`src/rtl/alu_issue_stage_pkg.sv`:
```
// Shared constants for the ALU issue stage: operand width, ALU control codes,
// LEGv8 opcode patterns and the operand-select encoding produced by the decoder.
package alu_issue_stage_pkg;

    localparam int WORD = 64;

    // ALU control codes (LEGv8 ALU control encoding)
    localparam logic [3:0] alu_and = 4'b0000;
    localparam logic [3:0] alu_orr = 4'b0001;
    localparam logic [3:0] alu_add = 4'b0010;
    localparam logic [3:0] alu_sub = 4'b0110;
    localparam logic [3:0] alu_cbz = 4'b0111;

    // Full 11-bit opcodes, instruction[31:21]
    localparam logic [10:0] op_add  = 11'b10001011000;
    localparam logic [10:0] op_sub  = 11'b11001011000;
    localparam logic [10:0] op_and  = 11'b10001010000;
    localparam logic [10:0] op_orr  = 11'b10101010000;
    localparam logic [10:0] op_ldur = 11'b11111000010;
    localparam logic [10:0] op_stur = 11'b11111000000;
    // CBZ is identified by its 8-bit prefix, instruction[31:24]
    localparam logic [7:0]  op_cbz  = 8'b10110100;

    // Which values feed data_1 / data_2
    typedef enum logic [1:0] {
        sel_rn_rm     = 2'd0,   // d1 = Rn, d2 = Rm
        sel_rn_imm    = 2'd1,   // d1 = Rn, d2 = sign-extended D-type address
        sel_zero_rt   = 2'd2,   // d1 = 0,  d2 = Rt
        sel_zero_zero = 2'd3    // d1 = 0,  d2 = 0
    } opsel_e;

    function automatic logic is_cbz(input logic [10:0] opcode);
        return opcode[10:3] == op_cbz;
    endfunction

endpackage

```
`src/rtl/alu_opdecode.sv`:
```
// Combinational opcode decoder: opcode -> ALU control, operand select, illegal.
module alu_opdecode
    import alu_issue_stage_pkg::*;
(
    input  logic [10:0] opcode,
    output logic [3:0]  alu_control,
    output opsel_e      opsel,
    output logic        illegal
);

    // Priority decode; unknown opcodes become a harmless AND of zeros flagged illegal
    always_comb begin
        alu_control = alu_and;
        opsel       = sel_zero_zero;
        illegal     = 1'b0;
        if (opcode == op_add) begin
            alu_control = alu_add;
            opsel       = sel_rn_rm;
        end else if (opcode == op_sub) begin
            alu_control = alu_sub;
            opsel       = sel_rn_rm;
        end else if (opcode == op_and) begin
            alu_control = alu_and;
            opsel       = sel_rn_rm;
        end else if (opcode == op_orr) begin
            alu_control = alu_orr;
            opsel       = sel_rn_rm;
        end else if (opcode == op_ldur || opcode == op_stur) begin
            alu_control = alu_add;
            opsel       = sel_rn_imm;
        end else if (is_cbz(opcode)) begin
            alu_control = alu_cbz;
            opsel       = sel_zero_rt;
        end else begin
            illegal     = 1'b1;
        end
    end

endmodule

```
`src/rtl/alu_issue_stage.sv`:
```
// ALU issue register: decodes at acceptance and holds resolved ALU inputs in a
// two-entry skid buffer (main + skid) with flush.
// Optional feature macro: ALU_ISSUE_FWD_EN enables operand forwarding from fwd_*.
module alu_issue_stage
    import alu_issue_stage_pkg::*;
#(
    parameter int W = WORD
) (
    input  logic         clk,
    input  logic         reset_n,
    input  logic         in_valid,
    output logic         in_ready,
    input  logic [10:0]  in_opcode,
    input  logic [4:0]   in_rn,
    input  logic [4:0]   in_rm,
    input  logic [4:0]   in_rt,
    input  logic [W-1:0] in_rn_data,
    input  logic [W-1:0] in_rm_data,
    input  logic [W-1:0] in_rt_data,
    input  logic [8:0]   in_dt_addr,
    output logic         out_valid,
    input  logic         out_ready,
    output logic [3:0]   alu_control,
    output logic [W-1:0] data_1,
    output logic [W-1:0] data_2,
    output logic         illegal,
    input  logic         flush,
    input  logic         fwd_valid,
    input  logic [4:0]   fwd_rd,
    input  logic [W-1:0] fwd_data
);

    typedef struct packed {
        logic [3:0]   ctrl;
        logic [W-1:0] d1;
        logic [W-1:0] d2;
        logic         ill;
    } entry_t;

    logic [3:0] dec_ctrl;
    opsel_e     dec_sel;
    logic       dec_ill;

    alu_opdecode u_dec (
        .opcode      (in_opcode),
        .alu_control (dec_ctrl),
        .opsel       (dec_sel),
        .illegal     (dec_ill)
    );

    // Source operands: index 0 = Rn, 1 = Rm, 2 = Rt
    logic [4:0]   src_idx [3];
    logic [W-1:0] src_rf  [3];
    logic [W-1:0] src_val [3];

    assign src_idx[0] = in_rn;
    assign src_idx[1] = in_rm;
    assign src_idx[2] = in_rt;
    assign src_rf[0]  = in_rn_data;
    assign src_rf[1]  = in_rm_data;
    assign src_rf[2]  = in_rt_data;

    genvar gi;
    generate
        for (gi = 0; gi < 3; gi++) begin : g_src
`ifdef ALU_ISSUE_FWD_EN
            // X31 is the zero register and is never a forwarding target
            assign src_val[gi] = (src_idx[gi] == 5'd31)                  ? '0       :
                                 (fwd_valid && (fwd_rd == src_idx[gi]))  ? fwd_data :
                                                                           src_rf[gi];
`else
            assign src_val[gi] = (src_idx[gi] == 5'd31) ? '0 : src_rf[gi];
`endif
        end
    endgenerate

`ifndef ALU_ISSUE_FWD_EN
    // Forwarding ports exist in every build; without the feature they are sinks
    logic unused_fwd;
    assign unused_fwd = ^{fwd_valid, fwd_rd, fwd_data};
`endif

    logic [W-1:0] dt_sext;
    assign dt_sext = {{(W-9){in_dt_addr[8]}}, in_dt_addr};

    entry_t new_entry;

    // Operand selection: only resolved values enter the buffer
    always_comb begin
        new_entry      = '0;
        new_entry.ctrl = dec_ctrl;
        new_entry.ill  = dec_ill;
        case (dec_sel)
            sel_rn_rm: begin
                new_entry.d1 = src_val[0];
                new_entry.d2 = src_val[1];
            end
            sel_rn_imm: begin
                new_entry.d1 = src_val[0];
                new_entry.d2 = dt_sext;
            end
            sel_zero_rt: begin
                new_entry.d1 = '0;
                new_entry.d2 = src_val[2];
            end
            default: begin
                new_entry.d1 = '0;
                new_entry.d2 = '0;
            end
        endcase
    end

    entry_t main_q, main_d, skid_q, skid_d;
    logic   main_valid_q, main_valid_d;
    logic   skid_valid_q, skid_valid_d;
    logic   in_ready_q, in_ready_d;
    logic   accept, drain;

    // in_ready mirrors "skid empty", so an accept never coincides with a full skid
    assign accept = in_valid & in_ready_q;
    assign drain  = main_valid_q & out_ready;

    // Buffer next state: flush wins, then drain (with skid refill), then accept
    always_comb begin
        main_d       = main_q;
        main_valid_d = main_valid_q;
        skid_d       = skid_q;
        skid_valid_d = skid_valid_q;
        if (flush) begin
            main_valid_d = 1'b0;
            skid_valid_d = 1'b0;
        end else if (drain) begin
            if (skid_valid_q) begin
                main_d       = skid_q;
                main_valid_d = 1'b1;
                skid_valid_d = 1'b0;
            end else if (accept) begin
                main_d       = new_entry;
                main_valid_d = 1'b1;
            end else begin
                main_valid_d = 1'b0;
            end
        end else if (accept) begin
            if (main_valid_q) begin
                skid_d       = new_entry;
                skid_valid_d = 1'b1;
            end else begin
                main_d       = new_entry;
                main_valid_d = 1'b1;
            end
        end
        in_ready_d = ~skid_valid_d;
    end

    // State registers with synchronous active-low reset
    always_ff @(posedge clk) begin
        if (!reset_n) begin
            main_q       <= '0;
            main_valid_q <= 1'b0;
            skid_q       <= '0;
            skid_valid_q <= 1'b0;
            in_ready_q   <= 1'b1;
        end else begin
            main_q       <= main_d;
            main_valid_q <= main_valid_d;
            skid_q       <= skid_d;
            skid_valid_q <= skid_valid_d;
            in_ready_q   <= in_ready_d;
        end
    end

    assign in_ready    = in_ready_q;
    assign out_valid   = main_valid_q;
    assign alu_control = main_q.ctrl;
    assign data_1      = main_q.d1;
    assign data_2      = main_q.d2;
    assign illegal     = main_q.ill;

endmodule

```
`config.mk`:
```
export PLATFORM = sky130hd
export DESIGN_NAME = alu_issue_stage
export DESIGN_NICKNAME = d
export VERILOG_FILES = /design/src/rtl/alu_issue_stage_pkg.sv /design/src/rtl/alu_opdecode.sv /design/src/rtl/alu_issue_stage.sv
export SDC_FILE = /design/constraint.sdc
export NUM_CORES = 1
export LEC_CHECK = 0
export CAP_MARGIN = 20
export CELL_PAD_IN_SITES_DETAIL_PLACEMENT = 0
export CELL_PAD_IN_SITES_GLOBAL_PLACEMENT = 1
export CORE_MARGIN = 2
export CORE_UTILIZATION = 30
export CTS_CLUSTER_SIZE = 30
export DETAILED_ROUTE_END_ITERATION = 7
export HOLD_SLACK_MARGIN = 0.05
export PLACE_DENSITY = 0.82
export SLEW_MARGIN = 25
export SYNTH_ARGS = -nofsm -noshare
export SYNTH_HDL_FRONTEND = slang
export SYNTH_SLANG_ARGS = --single-unit
```
`constraint.sdc`:
```
create_clock -name clk -period 3.4 [get_ports clk]
set_input_delay 0.34 -clock clk [delete_from_list [all_inputs] [get_ports clk]]
set_output_delay 0.34 -clock clk [all_outputs]
set_load 0.01 [all_outputs]
```
==> impl_metrics.yaml <==
global_routing:
  grt_pass1_vias: 13440
  track_usage_pct: 21.9
  grt_pass1_wl_um: 77500
  grt_max_degree: 154
  grt_busiest_layer: "met2"
  antenna_found_initial: 6
  grt_overflow: 0
  met1_usage_pct: 27.9
  grt_use_met2_pct: 36.4
  met3_usage_pct: 5.60
route:
  vias_per_cell: 5.82
  firstDrtPassIters: 5
  wl_per_cell_um: 21.4
  drtIter0Drc: 920
  routed_wl_um: 50700
  remaining_drc_errors: 0
  antenna_left: 0
  vias: 13792
power:
  powerDensity_mw_per_mm2: 431
  vdd_drop_max_mv: 0.262
  leakagePower_nw: 5.60
floorplan:
  die-height_um: 210
  pin_count: 437
  start_util_pct: 30.4
  dieWidth_um: 210
  core_sq_mm: 0.0419
  num_rows: 75
  dieArea_sq_mm: 0.0442
clocking:
  clk_pin_slew_ps: 60
  cts_hold_buf: 0
  clock-root-buffer: "clkbuf_16"
  cts_setup_buffers: 0
  cts_tree: "built"
  cts_made_buffers: 34
  cts_max_level: 2
  cts_max_path_buffers: 3
  cts_resized: 0
  clkSinkCount: 267
  clk_latency_ps: 520
sta:
  fin_crit_sh_pct: 65.4
  rsz0062_at_grt: "false"
  finClkSkew_ps: 11.0
  finalSetupViolations: 0
  maxSlewHeadroom_pct: 30.7
  final_max_slew_viol_count: 0
  tightest_slew_ps: 1040
  finalCriticalPeriod_ps: 2220
  setup_tns_ps: 0
  max_freq_ghz: 0.450
  hold_violations: 0
setup_path:
  reg2reg_slack_ps: 1180
  end_kind: "flop"
  critPathKind: "flop to flop"
  reg2reg_depth: 5
  critical_path_arrival_ps: 2620
  critPathLaunchType: "flop"
  worst_ep_required_time_ps: 3800
  rr_startpoint: "out_valid"
  rr_endpoint: "data_2[1]"
  worstPathMaxFanout: 43
place:
  gp_congestion: 0.804
  port-buffer-count: 365
  place_area_sq_mm: 0.0167
  dp_hpwl_um: 29700
min_path:
  min_path_type: "input pin to flop"
  hold_end: "skid_q[131]"
  worstHoldPathCells: 3
  min_from: "reset_n"
final_layout:
  layout-drive-gt1-share_pct: 5.58
  final_common_cell: "clkdlybuf4s50_1"
  n_fill_cell: 4092
  area_growth_pct: 39.7
  final_nets: 2105
  final_cell_mix: "363 x clkdlybuf4s50_1, 269 x a21oi_1, 267 x dfxtp_1, 191 x nand2_1, 134 x o21ai_0"
  fin_area_sq_mm: 0.0178
synth:
  yosysSeqAreaShare_pct: 41.9
  ys.flop_type: "dfxtp_1"
  syn_inst: 1571
  ys_ff_latch: 267
  avgSynthCellArea_sq_um: 8.13
  yosysWarnings: 0
  async_flop_share_pct: 0
  synthesis.area_sq_mm: 0.0128
  syn-num-nets: 1873
  synth.distinct_cells: 49
  synth_edf_count: 0
status:
  outcome: "finished, final reports clean"
flow_run:
  drv_cap: 0
[flip-flops by register name (all words and copies together), names as in the netlist]
name,cells
out_valid,1
skid_valid_q,1
in_ready,1
skid_q,132
data_1,64
alu_control,3
illegal,1
data_2,64
[cells in the mapped netlist, types with 2 or more instances]
| master | count | area, sq um |
|---|---|---|
| nand4_1 | 64 | 400 |
| o211ai_1 | 65 | 488 |
| o21ai_0 | 134 | 671 |
| a31oi_1 | 65 | 407 |
| a221oi_1 | 5 | 43.8 |
| nor4_1 | 2 | 12.5 |
| nor3_1 | 2 | 10.0 |
| a21oi_1 | 269 | 1350 |
| and3_1 | 2 | 12.5 |
| a211o_1 | 2 | 17.5 |
| buf_4 | 2 | 15.0 |
| o21ai_1 | 2 | 10.0 |
| or4_1 | 64 | 480 |
| buf_6 | 6 | 67.6 |
| clkbuf_1 | 139 | 522 |
| a32oi_1 | 64 | 561 |
| buf_1 | 19 | 71.3 |
| nor2_1 | 8 | 30.0 |
| nor3b_1 | 65 | 488 |
| nand3_1 | 5 | 25.0 |
| buf_2 | 32 | 160 |
| a41oi_1 | 2 | 17.5 |
| a211oi_1 | 2 | 15.0 |
| and4_1 | 2 | 17.5 |
| nand4b_1 | 65 | 569 |
| nand2_1 | 192 | 721 |
| inv_1 | 4 | 15.0 |
| dfxtp_1 | 267 | 5350 |
[metrics by stage]
step,setup slack [ps],total power [mW],utilization (%),hold WS (ps),std cells
after global routing,1030,7.97,42.5,224,2368
after floorplan,1650,3.62,-,432,1571
after detailed placement,626,4.14,39.8,443,2306
after CTS,1180,7.77,42.5,185,2367
final,1180,7.69,42.5,215,2369
after global placement,668,4.14,39.8,439,2306
[power by group]
| part | total (mW) | internal [mW] | switching, mW |
|---|---|---|---|
| logic | 0.850 | 0.433 | 0.417 |
| clock network | 3.61 | 2.21 | 1.40 |
| registers | 3.23 | 3.19 | 0.0357 |
| total | 7.69 | 5.84 | 1.85 |
[logic make-up after synthesis]
| kind of cell | after synthesis | share of synthesized area (%) |
|---|---|---|
| other | 1 | 0.0294 |
| muxes | 1 | 0.0882 |
| AOI/OAI and AO/OA | 617 | 28.6 |
| and+or+nand+nor | 483 | 22.7 |
| buffers and inverters | 202 | 6.67 |
| DFF | 267 | 41.9 |
[layer usage]
| layer | wire [um] | share of wire, % |
|---|---|---|
| met5 | 42 | 0.083 |
| met4 | 1170 | 2.3 |
| met3 | 4580 | 9.0 |
| met2 | 23700 | 47 |
| met1 | 21200 | 42 |
[worst max path at each step]
stage	from	end	slack, ps	cells after the start
6_report	out_valid	data_2[1]	1180	5
5_1_grt	out_ready	alu_control[1]	1030	6
4_1_cts	out_valid	data_2[1]	1180	5
3_5_place_dp	out_ready	alu_control[1]	630	6
3_3_place_gp	out_ready	alu_control[1]	670	6
2_1_floorplan	out_valid	skid_q[15]	1650	7
[critical path, stage by stage (launching register included)]
cell	delay (ps)
dfxtp_1	490
a22oi_1	220
or3_4	660
buf_12	280
a221oi_1	300
a21oi_1	100
[final cells by class]
type                            instances  area [sq um]  share of cell area (%)
Antenna cell                            2          5.00                  0.0281
Clock buffer                           56          1070                    5.98
Clock inverter                          5          52.6                   0.295
Inverter                                4          15.0                  0.0842
Multi-Input combinational cell       1102          6670                    37.4
Sequential cell                       267          5350                    30.0
Tap cell                              539           674                    3.78
Timing Repair Buffer                  394          4010                    22.5
(Power assumes the default switching activity.)
